--- config.mk ---
export PLATFORM = sky130hd
export DESIGN_NAME = uart_tx_scheduler_flat
export DESIGN_NICKNAME = d
export VERILOG_FILES = /design/src/rtl/uart_sched_pkg.sv /design/src/rtl/uart_tx_scheduler_if.sv /design/src/rtl/uart_tx_scheduler_fifo.sv /design/src/rtl/uart_tx_scheduler.sv /design/src/flat_wrapper.sv
export SDC_FILE = /design/constraint.sdc
export NUM_CORES = 1
export LEC_CHECK = 0
export ABC_CLOCK_PERIOD_IN_PS = 6000
export CAP_MARGIN = 10
export CORE_ASPECT_RATIO = 1.25
export CORE_MARGIN = 3
export CORE_UTILIZATION = 40
export CTS_CLUSTER_DIAMETER = 60
export DETAILED_ROUTE_END_ITERATION = 8
export HOLD_SLACK_MARGIN = 0.08
export PLACE_DENSITY = 0.58
export SLEW_MARGIN = 10
export SYNTH_ARGS = -nofsm -noshare
export SYNTH_HDL_FRONTEND = slang
export SYNTH_SLANG_ARGS = --single-unit
--- constraint.sdc ---
create_clock -name clk -period 6 [get_ports clk]
set_clock_uncertainty 0.2 [all_clocks]
set_input_delay 0.6 -clock clk [delete_from_list [all_inputs] [get_ports clk]]
set_output_delay 0.6 -clock clk [all_outputs]
set_load 0.05 [all_outputs]
--- src/rtl/uart_sched_pkg.sv ---
// Shared types and constants for the UART transmit scheduler and its FIFO.
package uart_sched_pkg;

    localparam int unsigned DATA_W           = 8;
    localparam int unsigned FIFO_DEPTH       = 8;
    localparam int unsigned BUSY_TIMEOUT_DEF = 16;

    typedef logic [DATA_W-1:0] byte_t;

    // Occupancy counter must hold 0..depth inclusive.
    function automatic int unsigned cnt_width(input int unsigned depth);
        return $clog2(depth) + 1;
    endfunction

    localparam int unsigned CNT_W = cnt_width(FIFO_DEPTH);

    localparam logic REQ_CPU  = 1'b0;
    localparam logic REQ_ECHO = 1'b1;

    typedef enum logic [1:0] {
        IDLE,
        LOAD,
        WAIT_BUSY,
        WAIT_DONE
    } state_t;

    typedef struct packed {
        logic  req;
        byte_t data;
    } tx_req_t;

endpackage

--- src/rtl/uart_tx_scheduler_if.sv ---
// Requester, transmitter and status signals of the UART transmit scheduler.
interface uart_tx_scheduler_if #(
    parameter int unsigned CW = uart_sched_pkg::CNT_W
);
    import uart_sched_pkg::*;

    logic          cpu_req;
    byte_t         cpu_data;
    logic          cpu_ack;
    logic          echo_req;
    byte_t         echo_data;
    logic          echo_ack;
    logic          tx_en;
    byte_t         tx_data;
    logic          tx_status;
    logic [CW-1:0] fifo_count;
    logic          busy;
    logic          timeout_err;

    // Scheduler side.
    modport slave (
        input  cpu_req, cpu_data, echo_req, echo_data, tx_status,
        output cpu_ack, echo_ack, tx_en, tx_data, fifo_count, busy, timeout_err
    );

    // Requesters / transmitter side.
    modport master (
        output cpu_req, cpu_data, echo_req, echo_data, tx_status,
        input  cpu_ack, echo_ack, tx_en, tx_data, fifo_count, busy, timeout_err
    );

endinterface

--- src/rtl/uart_tx_scheduler_fifo.sv ---
// Synchronous byte FIFO with a registered head entry (uart_tx_fifo).
module uart_tx_fifo
    import uart_sched_pkg::*;
#(
    parameter int unsigned DEPTH = FIFO_DEPTH
) (
    input  logic                   clk,
    input  logic                   reset,
    input  logic                   push,
    input  byte_t                  wdata,
    input  logic                   pop,
    output byte_t                  head,
    output logic                   full,
    output logic                   empty,
    output logic [$clog2(DEPTH):0] count
);
    localparam int unsigned AW = $clog2(DEPTH);

    byte_t         mem [DEPTH];
    logic [AW-1:0] wp;
    logic [AW-1:0] rp;
    logic [AW-1:0] rp_n;
    logic [AW:0]   cnt;
    logic          do_push;
    logic          do_pop;

    assign full    = (cnt == (AW+1)'(DEPTH));
    assign empty   = (cnt == '0);
    assign count   = cnt;
    assign do_push = push && !full;
    assign do_pop  = pop && !empty;
    assign rp_n    = do_pop ? AW'(rp + 1'b1) : rp;

    always_ff @(posedge clk or negedge reset) begin
        if (!reset) begin
            wp   <= '0;
            rp   <= '0;
            cnt  <= '0;
            head <= '0;
        end else begin
            if (do_push) wp <= AW'(wp + 1'b1);
            rp <= rp_n;
            case ({do_push, do_pop})
                2'b10:   cnt <= (AW+1)'(cnt + 1'b1);
                2'b01:   cnt <= (AW+1)'(cnt - 1'b1);
                default: cnt <= cnt;
            endcase
            // Bypass the write when it lands in the slot that becomes the head.
            if (do_push && ((cnt == '0) || ((cnt == (AW+1)'(1)) && do_pop)))
                head <= wdata;
            else
                head <= mem[rp_n];
        end
    end

    always_ff @(posedge clk) begin
        if (do_push) mem[wp] <= wdata;
    end

endmodule

--- src/rtl/uart_tx_scheduler.sv ---
// Shares one UART transmitter between the CPU and the RX-echo path via a FIFO and drain FSM.
// Define UART_TX_SCHED_ECHO_EN to enable the echo requester and round-robin arbitration.
module uart_tx_scheduler
    import uart_sched_pkg::*;
#(
    parameter int unsigned DEPTH        = FIFO_DEPTH,
    parameter int unsigned BUSY_TIMEOUT = BUSY_TIMEOUT_DEF
) (
    input  logic                clk,
    input  logic                reset,
    uart_tx_scheduler_if.slave  io
);
    localparam int unsigned CW = cnt_width(DEPTH);
    localparam int unsigned TW = $clog2(BUSY_TIMEOUT);

    logic          grant_cpu;
    logic          grant_echo;
    logic          push;
    byte_t         wdata;
    logic          pop;
    byte_t         head;
    logic          full;
    logic          empty;
    logic [CW-1:0] count;
    logic          cpu_ack_q;
    logic          echo_ack_q;
    tx_req_t       cpu_in;

    assign cpu_in = '{req: io.cpu_req, data: io.cpu_data};

`ifdef UART_TX_SCHED_ECHO_EN
    tx_req_t echo_in;
    logic    rr;
    logic    rr_n;

    assign echo_in = '{req: io.echo_req, data: io.echo_data};

    // Contested grants go to the rr requester, then rr points at the loser.
    always_comb begin
        grant_cpu  = 1'b0;
        grant_echo = 1'b0;
        rr_n       = rr;
        if (!full) begin
            if (cpu_in.req && echo_in.req) begin
                if (rr == REQ_CPU) begin
                    grant_cpu = 1'b1;
                    rr_n      = REQ_ECHO;
                end else begin
                    grant_echo = 1'b1;
                    rr_n       = REQ_CPU;
                end
            end else begin
                grant_cpu  = cpu_in.req;
                grant_echo = echo_in.req;
            end
        end
    end

    always_ff @(posedge clk or negedge reset) begin
        if (!reset) rr <= REQ_CPU;
        else        rr <= rr_n;
    end

    assign wdata = grant_echo ? echo_in.data : cpu_in.data;
`else
    logic unused_echo;

    assign unused_echo = ^{io.echo_req, io.echo_data};
    assign grant_cpu   = cpu_in.req && !full;
    assign grant_echo  = 1'b0;
    assign wdata       = cpu_in.data;
`endif

    assign push = grant_cpu || grant_echo;

    always_ff @(posedge clk or negedge reset) begin
        if (!reset) begin
            cpu_ack_q  <= 1'b0;
            echo_ack_q <= 1'b0;
        end else begin
            cpu_ack_q  <= grant_cpu;
            echo_ack_q <= grant_echo;
        end
    end

    uart_tx_fifo #(.DEPTH(DEPTH)) u_fifo (
        .clk   (clk),
        .reset (reset),
        .push  (push),
        .wdata (wdata),
        .pop   (pop),
        .head  (head),
        .full  (full),
        .empty (empty),
        .count (count)
    );

    state_t        state;
    state_t        state_n;
    logic          tx_en_q;
    logic          tx_en_n;
    byte_t         tx_data_q;
    byte_t         tx_data_n;
    logic          terr_q;
    logic          terr_n;
    logic [TW-1:0] tcnt;
    logic [TW-1:0] tcnt_n;

    // Drain FSM: one byte per transmitter busy/idle cycle, bounded wait for busy.
    always_comb begin
        state_n   = state;
        tx_en_n   = 1'b0;
        tx_data_n = tx_data_q;
        terr_n    = terr_q;
        tcnt_n    = tcnt;
        pop       = 1'b0;
        unique case (state)
            IDLE: begin
                if (!empty && io.tx_status) state_n = LOAD;
            end
            LOAD: begin
                tx_en_n   = 1'b1;
                tx_data_n = head;
                tcnt_n    = '0;
                state_n   = WAIT_BUSY;
            end
            WAIT_BUSY: begin
                if (!io.tx_status) begin
                    state_n = WAIT_DONE;
                end else if (tcnt == TW'(BUSY_TIMEOUT - 1)) begin
                    terr_n  = 1'b1;
                    pop     = 1'b1;
                    state_n = IDLE;
                end else begin
                    tcnt_n = TW'(tcnt + 1'b1);
                end
            end
            WAIT_DONE: begin
                if (io.tx_status) begin
                    pop     = 1'b1;
                    state_n = IDLE;
                end
            end
            default: state_n = IDLE;
        endcase
    end

    always_ff @(posedge clk or negedge reset) begin
        if (!reset) begin
            state     <= IDLE;
            tx_en_q   <= 1'b0;
            tx_data_q <= '0;
            terr_q    <= 1'b0;
            tcnt      <= '0;
        end else begin
            state     <= state_n;
            tx_en_q   <= tx_en_n;
            tx_data_q <= tx_data_n;
            terr_q    <= terr_n;
            tcnt      <= tcnt_n;
        end
    end

    assign io.cpu_ack     = cpu_ack_q;
    assign io.echo_ack    = echo_ack_q;
    assign io.tx_en       = tx_en_q;
    assign io.tx_data     = tx_data_q;
    assign io.timeout_err = terr_q;
    assign io.fifo_count  = count;
    assign io.busy        = !empty || (state != IDLE);

endmodule
--- src/flat_wrapper.sv ---
// flat-port wrapper written by rule: the top's interface ports become plain ports
module uart_tx_scheduler_flat import uart_sched_pkg::*;
#(
    parameter int unsigned DEPTH        = FIFO_DEPTH,
    parameter int unsigned BUSY_TIMEOUT = BUSY_TIMEOUT_DEF
)
  (clk, reset, io_cpu_req, io_cpu_data, io_echo_req, io_echo_data, io_tx_status, io_cpu_ack, io_echo_ack, io_tx_en, io_tx_data, io_fifo_count, io_busy, io_timeout_err);
  uart_tx_scheduler_if io_i ();
  input  logic clk;
  input  logic reset;
  input wire logic [$bits(io_i.cpu_req)-1:0] io_cpu_req;
  input wire logic [$bits(io_i.cpu_data)-1:0] io_cpu_data;
  input wire logic [$bits(io_i.echo_req)-1:0] io_echo_req;
  input wire logic [$bits(io_i.echo_data)-1:0] io_echo_data;
  input wire logic [$bits(io_i.tx_status)-1:0] io_tx_status;
  output wire logic [$bits(io_i.cpu_ack)-1:0] io_cpu_ack;
  output wire logic [$bits(io_i.echo_ack)-1:0] io_echo_ack;
  output wire logic [$bits(io_i.tx_en)-1:0] io_tx_en;
  output wire logic [$bits(io_i.tx_data)-1:0] io_tx_data;
  output wire logic [$bits(io_i.fifo_count)-1:0] io_fifo_count;
  output wire logic [$bits(io_i.busy)-1:0] io_busy;
  output wire logic [$bits(io_i.timeout_err)-1:0] io_timeout_err;
  assign io_i.cpu_req = io_cpu_req;
  assign io_i.cpu_data = io_cpu_data;
  assign io_i.echo_req = io_echo_req;
  assign io_i.echo_data = io_echo_data;
  assign io_i.tx_status = io_tx_status;
  assign io_cpu_ack = io_i.cpu_ack;
  assign io_echo_ack = io_i.echo_ack;
  assign io_tx_en = io_i.tx_en;
  assign io_tx_data = io_i.tx_data;
  assign io_fifo_count = io_i.fifo_count;
  assign io_busy = io_i.busy;
  assign io_timeout_err = io_i.timeout_err;
  uart_tx_scheduler #(.DEPTH(DEPTH), .BUSY_TIMEOUT(BUSY_TIMEOUT)) u_core (.clk(clk), .reset(reset), .io(io_i));
endmodule
==> results.sh <==
export IMPL_worstSetupStartpointType="flop"
export IMPL_grt_pass1_wl_mm=15.0
export IMPL_synth_xor_area_share_pct=1.69
export IMPL_tightest_slew_ns=0.939
export IMPL_ys_ff_latch=99
export IMPL_cts_hold_buf=0
export IMPL_wl_mm=9.43
export IMPL_p_leak_uw=0.00192
export IMPL_synth_compound_area_share_pct=4.91
export IMPL_cp_max_fo=7
export IMPL_track_usage_pct=15.4
export IMPL_relSlewSlack_pct=37.2
export IMPL_fp_dieW_um=103
export IMPL_yosys_warnings=0
export IMPL_synth_edf_count=64
export IMPL_run_status="finished clean"
export IMPL_design_area_um2=5340
export IMPL_antenna_found_initial=0
export IMPL_dr_pass1_iters=4
export IMPL_route_detailed_wl_per_inst_um=19.2
export IMPL_hold_class="in -> async"
export IMPL_core_um2=11200
export IMPL_synth_area_um2=4660
export IMPL_synthesis_nets=359
export IMPL_place_inst=475
export IMPL_viasPerCell=5.70
export IMPL_crit_path_start="u_core.u_fifo.count[1]$_DFFE_PN0P_"
export IMPL_setup_viol=0
export IMPL_required_ns=5.20
export IMPL_multi_input_area_um2=1760
export IMPL_path_clk_slew_ns=0.06
export IMPL_start_util_pct=41.5
export IMPL_fillers=961
export IMPL_port_buffers=27
export IMPL_dieArea_um2=13000
export IMPL_final_max_slew_viol_count=0
export IMPL_fin_tns_setup_ns=0
export IMPL_r2r_end="u_core.u_fifo.count[2]$_DFFE_PN0P_"
export IMPL_period_share_pct=55.1
export IMPL_instances_no_fill=491
export IMPL_gp_congestion=0.761
export IMPL_num_rows=43
export IMPL_synthCells=331
export IMPL_seq_area_frac_synth_pct=60.0
export IMPL_yosys_area_share_simple_pct=12.5
export IMPL_vdd_drop_max_v=0.000197
export IMPL_ant_nets=0
export IMPL_synth_top_family_by_area="multiplexers"
export IMPL_grt_max_degree=38
export IMPL_ctsLongestPathBuffers=2
export IMPL_grt_pass1_vias=2820
export IMPL_cts_root_buf="clkbuf_16"
export IMPL_ff_latch_area_um2=2800
export IMPL_ys_async_sr_fraction_pct=35.4
export IMPL_final_min_clock_period_ns=3.30
export IMPL_finalNetCount=379
export IMPL_rrSetupSlack_ns=2.97
export IMPL_p_per_area_nw_per_um2=526
export IMPL_clock_sinks=99
export IMPL_syn_area_per_cell_um2=14.1
export IMPL_cp_end_kind="primary output"
export IMPL_r2r_start="u_core.u_fifo.count[0]$_DFFE_PN0P_"
export IMPL_dp_hpwl_mm=6.15
export IMPL_antenna_cells=0
export IMPL_grt_overflow=0
export IMPL_timing_fmax_mhz=303
export IMPL_reg2regPathDepth=9
export IMPL_maxCapViolations=0
export IMPL_cts_buffers=9
export IMPL_yosys_area_share_adder_pct=1.88
export IMPL_die_h_um=127
export IMPL_drc=0
export IMPL_vias=2801
export IMPL_cp_arrival_ns=2.50
export IMPL_cts_tree="built"
export IMPL_synth_distinct_cells=45
export IMPL_ys_dominant_reg_cell="edfxtp_1"
export IMPL_htreeDepth=3
export IMPL_cts_setup_buffers=0
export IMPL_io_pins=38
export IMPL_drive_gt1_share_pct=17.7
export IMPL_rsz0062_at_grt="false"
export IMPL_insertion_delay_ns=0.34
export IMPL_drt_first_iter_violations=160
export IMPL_worstSetupPathType="reg -> out"
export IMPL_placed_cell_area_um2=5040
export IMPL_cts_resized=0
export IMPL_hold_viol=0
export IMPL_synthMuxAreaShare_pct=16.0
export IMPL_cp_endpoint="io_busy"
export IMPL_area_growth_pct=14.4
export IMPL_power_uw=2810
==> flip-flops by register name, summed over array words and instances, names as in the netlist <==
signal	count
u_core.u_fifo.mem	64
u_core.io.tx_data	8
u_core.u_fifo.head	8
u_core.tcnt	4
u_core.u_fifo.count	4
u_core.u_fifo.rp	3
u_core.u_fifo.wp	3
u_core.state	2
u_core.io.cpu_ack	1
u_core.io.timeout_err	1
u_core.io.tx_en	1
==> how the worst min path moves through the flow <==
stage | startpoint | end | slack (ns) | cells past startpoint
3_3_place_gp | u_core.u_fifo.head[2]$_DFF_PN0_ | u_core.io.tx_data[2]$_DFFE_PN0P_ | 0.22 | 2
4_1_cts | reset | u_core.u_fifo.count[0]$_DFFE_PN0P_ | 0.16 | 1
6_report | reset | u_core.u_fifo.count[0]$_DFFE_PN0P_ | 0.13 | 1
3_5_place_dp | u_core.u_fifo.head[2]$_DFF_PN0_ | u_core.io.tx_data[2]$_DFFE_PN0P_ | 0.22 | 2
2_1_floorplan | reset | u_core.io.cpu_ack$_DFF_PN0_ | 0.10 | 0
5_1_grt | reset | u_core.u_fifo.count[1]$_DFFE_PN0P_ | 0.20 | 1
==> layout by cell type, fill, tap and decap left out, types with 7 or more instances in the layout <==
cell type / instances
edfxtp_1: 64
ha_1: 7
nand2_1: 51
dfrtp_1: 35
mux2i_1: 7
nor2_1: 20
nand3_1: 14
clkdlybuf4s50_1: 26
mux4_2: 30
clkbuf_16: 9
==> synthesized netlist by cell type (7+ instances only) <==
cell,count,area (um2)
dfrtp_1,35,876
ha_1,7,87.6
nand2_1,51,191
mux4_2,30,676
mux2i_1,7,70.1
nor3b_1,7,52.6
nand3_1,14,70.1
buf_2,9,45.0
edfxtp_1,64,1920
clkbuf_1,8,30.0
nor2_1,20,75.1
==> logic make-up (layout without fill, tap and decap cells) <==
logic type / count (synthesis) / count (layout)
flops: 99 / 99
fa+ha+maj: 7 / 7
buf+inv: 28 / 53
xor+xnor: 9 / 9
mux: 37 / 37
other cells: 1 / 1
simple gates: 120 / 120
compound gates: 30 / 30
==> power breakdown <==
group / switching, uW / leakage (uW) / internal (uW)
Sequential: 131 / 0.00101 / 907
Clock: 243 / 0.000141 / 322
Combinational: 684 / 0.000766 / 518
Total: 1060 / 0.00192 / 1750
==> routing by layer <==
layer | GRT usage, % | wire, um | up-vias
met5 | 0 | 0 | -
met4 | 6.02 | 148 | 0
met2 | 25.2 | 4830 | 69
met3 | 3.30 | 416 | 10
li1 | - | - | 1300
met1 | 19.9 | 4030 | 1422
==> worst max-delay path, cell delays in order (launching register included) <==
cell and delay (ns):
dfrtp_1 0.43, inv_1 0.11, ha_1 0.21, or3b_1 0.52, nand2b_1 0.20, clkdlybuf4s50_1 0.69
==> stage by stage <==
step | utilization (%) | setup slack, ns | hold WS [ns]
after detailed placement | 44.9 | 2.64 | 0.221
after CTS | 47.5 | 2.66 | 0.161
after global placement | 44.9 | 2.71 | 0.220
after floorplan | - | 3.12 | 0.104
after global routing | 47.5 | 2.58 | 0.203
final | 47.5 | 2.70 | 0.134
==> layout make-up <==
class	count	area share (%)
sequential	99	52.4
multi-input combinational	204	33.0
timing repair buffer	31	5.53
clock buffer	9	4.22
tap	135	3.17
clock inverter	7	1.27
inverter	6	0.422
Note: power is estimated with default switching activity, not from simulation.
